--- src/rtl/stopwatch_pkg.sv ---
// Shared types and constants for the stopwatch control block: FSM states,
// BCD digit/time types and a ripple-carry BCD increment helper.
package stopwatch_pkg;

  typedef enum logic [1:0] {
    ST_IDLE,
    ST_RUN,
    ST_PAUSE,
    ST_LAP
  } sw_state_e;

  typedef logic [3:0] bcd_digit_t;

  typedef struct packed {
    bcd_digit_t min;
    bcd_digit_t sec_tens;
    bcd_digit_t sec_ones;
    bcd_digit_t tenths;
  } bcd_time_t;

  localparam bcd_digit_t DIGIT_MAX    = 4'd9;
  localparam bcd_digit_t SEC_TENS_MAX = 4'd5;
  localparam bcd_time_t  TIME_MAX     = {DIGIT_MAX, SEC_TENS_MAX, DIGIT_MAX, DIGIT_MAX};

  // Advance M:SS.t by one tenth; 9:59.9 rolls over to 0:00.0.
  function automatic bcd_time_t bcd_inc(input bcd_time_t t);
    bcd_time_t r;
    r = t;
    if (t.tenths != DIGIT_MAX) begin
      r.tenths = t.tenths + 4'd1;
    end else begin
      r.tenths = '0;
      if (t.sec_ones != DIGIT_MAX) begin
        r.sec_ones = t.sec_ones + 4'd1;
      end else begin
        r.sec_ones = '0;
        if (t.sec_tens != SEC_TENS_MAX) begin
          r.sec_tens = t.sec_tens + 4'd1;
        end else begin
          r.sec_tens = '0;
          r.min      = (t.min != DIGIT_MAX) ? t.min + 4'd1 : '0;
        end
      end
    end
    return r;
  endfunction

endpackage

--- src/rtl/stopwatch_tick_gen.sv ---
// Prescaler for the stopwatch timebase: counts 0..TICK_DIV-1 while enabled and
// flags the terminal count; holds its value while disabled.
module stopwatch_tick_gen #(
  parameter int TICK_DIV = 10
) (
  input  logic clk_i,
  input  logic rst_ni,
  input  logic clear_i,
  input  logic en_i,
  output logic tick_o
);

  localparam int            CW   = $clog2(TICK_DIV);
  localparam logic [CW-1:0] LAST = CW'(TICK_DIV - 1);

  logic [CW-1:0] cnt_q, cnt_d;

  assign tick_o = en_i && (cnt_q == LAST);

  always_comb begin
    // NOTE: default first so every path assigns cnt_d and no latch is inferred.
    cnt_d = cnt_q;
    if (clear_i || tick_o) begin
      cnt_d = '0;
    end else if (en_i) begin
      cnt_d = cnt_q + 1'b1;
    end
  end

  always_ff @(posedge clk_i) begin
    // NOTE: non-blocking so every register samples pre-edge values.
    if (!rst_ni) begin
      cnt_q <= '0;
    end else begin
      cnt_q <= cnt_d;
    end
  end

endmodule

--- src/rtl/stopwatch_ctrl.sv ---
// Stopwatch run/pause/lap FSM, BCD M:SS.t counter and registered display value.
// Lap freeze support is built only when STOPWATCH_LAP_EN is defined.
module stopwatch_ctrl #(
  parameter int CLK_FREQ_HZ = 100_000_000,
  parameter int TICK_HZ     = 10
) (
  input  logic        clk_i,
  input  logic        rst_ni,
  input  logic        start_stop_i,
  input  logic        clear_i,
  input  logic        lap_i,
  output logic [15:0] display_o,
  output logic        running_o,
  output logic        lap_active_o,
  output logic        wrap_o
);
  import stopwatch_pkg::*;

  localparam int TICK_DIV = CLK_FREQ_HZ / TICK_HZ;

  if (((CLK_FREQ_HZ % TICK_HZ) != 0) || (TICK_DIV < 2)) begin : g_bad_tick_div
    $error("stopwatch_ctrl: CLK_FREQ_HZ must be a multiple of TICK_HZ with ratio >= 2");
  end

  sw_state_e   state_q, state_d;
  bcd_time_t   count_q, count_d;
  logic [15:0] display_q, display_d;
  logic        running_q, wrap_q, wrap_d;
  logic        counting, presc_clr, tick;

  assign counting  = (state_q == ST_RUN) || (state_q == ST_LAP);
  // Starting from idle restarts the prescaler; resuming from pause keeps it.
  assign presc_clr = clear_i || ((state_q == ST_IDLE) && start_stop_i);

  stopwatch_tick_gen #(
    .TICK_DIV (TICK_DIV)
  ) u_tick_gen (
    .clk_i   (clk_i),
    .rst_ni  (rst_ni),
    .clear_i (presc_clr),
    .en_i    (counting),
    .tick_o  (tick)
  );

`ifdef STOPWATCH_LAP_EN
  bcd_time_t lap_q, lap_d;
  logic      lap_active_q;
`else
  logic      unused_lap;
  assign unused_lap = lap_i;
`endif

  always_comb begin
    state_d = state_q;
    count_d = count_q;
    wrap_d  = 1'b0;
`ifdef STOPWATCH_LAP_EN
    lap_d   = lap_q;
`endif
    if (tick) begin
      count_d = bcd_inc(count_q);
      wrap_d  = (count_q == TIME_MAX);
    end

    if (clear_i) begin
      state_d = ST_IDLE;
      count_d = '0;
      wrap_d  = 1'b0;
`ifdef STOPWATCH_LAP_EN
      lap_d   = '0;
`endif
    end else if (start_stop_i) begin
      case (state_q)
        ST_IDLE, ST_PAUSE: state_d = ST_RUN;
        default:           state_d = ST_PAUSE;
      endcase
`ifdef STOPWATCH_LAP_EN
    end else if (lap_i) begin
      // Capture uses count_d so a same-edge tick lands in the lap value.
      if (state_q == ST_RUN) begin
        state_d = ST_LAP;
        lap_d   = count_d;
      end else if (state_q == ST_LAP) begin
        state_d = ST_RUN;
      end
`endif
    end

`ifdef STOPWATCH_LAP_EN
    display_d = (state_d == ST_LAP) ? lap_d : count_d;
`else
    display_d = count_d;
`endif
  end

  always_ff @(posedge clk_i) begin
    if (!rst_ni) begin
      state_q      <= ST_IDLE;
      count_q      <= '0;
      display_q    <= '0;
      running_q    <= 1'b0;
      wrap_q       <= 1'b0;
`ifdef STOPWATCH_LAP_EN
      lap_q        <= '0;
      lap_active_q <= 1'b0;
`endif
    end else begin
      state_q      <= state_d;
      count_q      <= count_d;
      display_q    <= display_d;
      running_q    <= (state_d == ST_RUN) || (state_d == ST_LAP);
      wrap_q       <= wrap_d;
`ifdef STOPWATCH_LAP_EN
      lap_q        <= lap_d;
      lap_active_q <= (state_d == ST_LAP);
`endif
    end
  end

  assign display_o = display_q;
  assign running_o = running_q;
  assign wrap_o    = wrap_q;
`ifdef STOPWATCH_LAP_EN
  assign lap_active_o = lap_active_q;
`else
  assign lap_active_o = 1'b0;
`endif

endmodule

--- config.mk ---
export PLATFORM = sky130hd
export DESIGN_NAME = stopwatch_ctrl
export DESIGN_NICKNAME = d
export VERILOG_FILES = /design/src/rtl/stopwatch_pkg.sv /design/src/rtl/stopwatch_tick_gen.sv /design/src/rtl/stopwatch_ctrl.sv
export SDC_FILE = /design/constraint.sdc
export NUM_CORES = 1
export LEC_CHECK = 0
export ABC_CLOCK_PERIOD_IN_PS = 2820
export CAP_MARGIN = 20
export CORE_MARGIN = 5
export CORE_UTILIZATION = 55
export CTS_CLUSTER_DIAMETER = 30
export DETAILED_ROUTE_END_ITERATION = 8
export PLACE_DENSITY = 0.9
export REMOVE_ABC_BUFFERS = 1
export SKIP_LAST_GASP = 1
export SLEW_MARGIN = 20
export SYNTH_ARGS = -nofsm -noshare
export SYNTH_HDL_FRONTEND = slang
export SYNTH_SLANG_ARGS = --single-unit
--- constraint.sdc ---
create_clock -name clk_i -period 2.82 [get_ports clk_i]
set_clock_uncertainty 0.15 [all_clocks]
set_input_delay 0.564 -clock clk_i [delete_from_list [all_inputs] [get_ports clk_i]]
set_output_delay 0.564 -clock clk_i [all_outputs]
set_load 0.005 [all_outputs]
==> key figures <==
Run status
  • Status: finished clean

Yosys
  • Mux cell area share after synthesis: under 10%
  • Seq/Total Area, Yosys: 39.81%
  • Synth Area in Adders: 5.208%
  • Area leader, netlist: dfxtp_1
  • Dominant cells by area after synthesis: dfxtp_1 (40%), nor2_1 (7.3%), xor2_1 (6.5%)
  • FF+latch count, synth: 43
  • Mapped Area: about 2200 um^2
  • Post-synth top area share: 39.81%
  • Syn avg cell area: 8.861 um^2
  • Synth Area in XOR/XNOR: 9.317%
  • Synth Area in Simple Gates: 32.29%
  • Largest family of logic cells by synthesized area: simple AND/OR/NAND/NOR gates
  • Count of warnings emitted by yosys: 0
  • Synth cell types: 44
  • Synth Instances: 244
  • Compound-Gate Fraction of Synth Area: 6.308%

Worst setup path
  • Crit start category: register
  • Worst reg2reg path endpoint: u_tick_gen.cnt_q[6]
  • Crit. End Element: register
  • Reg2Reg Setup Slack: 550 ps
  • Cells on worst reg2reg path: 7
  • Worst flop-to-flop path startpoint: u_tick_gen.cnt_q[0]
  • Arr. time, crit path: between 2000 and 2500 ps
  • Critical Path RT: 2850 ps
  • Critical path peak fanout: 24
  • Kind of critical path: reg2reg

Routing
  • Residual DRC: 0
  • Post-route ant nets: 0
  • WL met2: 2284 um
  • Aggregate routed wire length: 4553 um
  • Post-Route M1 WL: 1951 um
  • Top sig layer: met4
  • Avg WL per Cell: 14.41 um
  • DR pass1 iterations: 4
  • DRT iter0 DRCs: 70
  • Routed vias: 1803
  • DR WL met3: 215 um
  • Via-to-Cell Ratio: 5.706

Clock network
  • H-tree depth: 2
  • Number of post-CTS setup repair buffers: 0
  • CTS buffer count: 5
  • CTS Hold Buffers Added: 0
  • Clock slew at reported path FFs: 80 ps
  • Post-cts gate resize count: 0
  • Maximum clock path buffer count: 2
  • TritonCTS clock tree: done
  • Clock root buffer: clkbuf_8
  • CTS sink cnt: 43
  • Worst-Skew Late Latency: 300 ps

Placed design
  • Hpwl dp: roughly 3100 um
  • Placed cells: 308
  • Post-placement cell area: 2406 um^2
  • GPL Wtd Cong: 0.8030
  • # port buffers: 21

Worst hold path
  • Hold Path End: display_o[5]
  • Worst hold path class: reg2reg
  • Hold_sp: display_o[5]
  • Hold path cells: 2

Power
  • Clk pwr share: between 40% and 50%
  • Leakage: 0.9236 nW
  • Sequential fraction of design power: 53.9%
  • Pwr dens: 449.1 nW/um^2
  • Psw: 0.2276 mW
  • Sw Ratio: between 20 and 25%
  • Internal power: between 0.9 and 1 mW
  • VDD IR max: 0.2895 mV
  • Comb power frac: approximately 2.3%

STA
  • Final hold violations: 0
  • Slew Limit Fails: 0
  • Setup_tns: 0 ps
  • RSZ-0062 raised after global routing: no
  • # setup viols final: 0
  • FMAX: roughly 440 MHz
  • Tmin final: 2275 ps
  • Worst Tran Pin Value: 631.3 ps
  • Slew Limit Headroom: 57.59%
  • Period utilization: about four fifths
  • Fin Hold WS: 365.6 ps

Global routing
  • Antenna violations before repair: 0
  • Pin count of the biggest net entering global routing: 25
  • Grt total ovfl: 0
  • Vias in the first global route: roughly 1700
  • First-pass GRT wire length: approximately 7700 um
  • Total GRT Usage: 18.61%

Floorplanning
  • Core Area: 3744 um^2
  • Initial Utilization: 57.75%
  • Die X: 72.70 um
  • DIE AREA: 5285 um^2
  • Site row count: 22
  • Top Ports: 24
  • Die H: just over 70 um

Final layout
  • Antenna cells: 0
  • Layout Utilization: 67.41%
  • Commonest non-fill, non-tap cell in the layout: dfxtp_1
  • Post-route insts no fill: around 320
  • Leading cell types in the layout, fill and taps excluded: dfxtp_1 (43), nor2_1 (42), clkdlybuf4s50_1 (21), nand2_1 (18), xor2_1 (16)
  • Finished Cell Area: ~2500 um^2
  • Nets: 281
  • Share of cells above drive strength 1: under 10%
  • Layout area overhead: 16.72%

Job
  • MaxCap Viol Count: 0
sequential cells by signal, summed over array words and instances, names as in the netlist:
name and flops:
wrap_o 1, count_q 1, display_o 15, state_q 1
u_tick_gen.cnt_q 24, running_o 1
routing by layer:
metal	vias to the layer above	global-route usage, %
li1	889	-
met1	857	22.25
met2	47	31.06
met3	10	5.647
met4	0	7.377
met5	-	0
worst max-delay path: stages, from the launching register on:
cell and delay, ps:
dfxtp_1 390, ha_1 240, nand4_4 160, or3_4 450, nor2_2 270, a211o_1 150
buf_4 260, a21oi_1 80
kinds of logic (layout without fill, tap and decap cells):
kind of cell               after synthesis  in the layout
xor gates and xnor gates                23             23
muxes                                    7              7
other                                    1              1
buffers and inverters                   16             40
DFF                                     43             43
adders and majority gates                9              9
and+or+nand+nor                        123            123
AOI/OAI and AO/OA                       22             22
worst max-delay path by stage:
stage	from	to	depth (start not counted)
floorplan	u_tick_gen.cnt_q[0]	u_tick_gen.cnt_q[0]	6
global placement	running_o	u_tick_gen.cnt_q[8]	6
detailed placement	u_tick_gen.cnt_q[0]	u_tick_gen.cnt_q[14]	7
CTS	u_tick_gen.cnt_q[0]	display_o[13]	6
global route	u_tick_gen.cnt_q[0]	u_tick_gen.cnt_q[18]	7
finish	u_tick_gen.cnt_q[0]	u_tick_gen.cnt_q[6]	7
synth_stat cells, drive strengths merged:
master	number
a31oi	1
clkbuf	2
dfxtp	43
a211o	1
o21a	1
xor2	16
and3b	3
a211oi	1
nor4b	4
and3	4
nor2	43
buf	6
o21ai	3
or3	6
a21oi	11
o211a	1
mux2i	7
xnor2	7
a31o	1
nand4	13
nand3b	2
conb	1
a41oi	1
nor2b	3
nor3	5
nand3	11
and2	2
nand2	18
ha	9
nor4	4
and4	3
inv	8
a311oi	1
nand2b	2
cell type report:
| class | count | area (um^2) |
|---|---|---|
| sequential | 43 | 860.8 |
| fill | 312 | 1220 |
| multi-input combinational | 185 | 1222 |
| inverter | 8 | 30.03 |
| tap | 48 | 60.06 |
| clock inverter | 2 | 35.03 |
| timing repair buffer | 24 | 232.7 |
| clock buffer | 6 | 82.58 |
metrics by stage:
step / setup slack (ps) / power (mW)
floorplan: 681.7 / 0.6375
global placement: 633.5 / 0.6502
detailed placement: 585.8 / 0.6511
CTS: 557.2 / 1.143
global route: 441.2 / 1.171
finish: 545.1 / 1.133
power groups by stage:
| stage | combinational (mW) | clock, mW | sequential, mW |
|---|---|---|---|
| after global placement | 0.0254 | 0 | 0.625 |
| after floorplan | 0.0130 | 0 | 0.625 |
| after CTS | 0.0266 | 0.506 | 0.610 |
| after global routing | 0.0289 | 0.532 | 0.611 |
| final | 0.0265 | 0.496 | 0.611 |
| after detailed placement | 0.0263 | 0 | 0.625 |
Note: power is estimated with default switching activity, not from simulation.
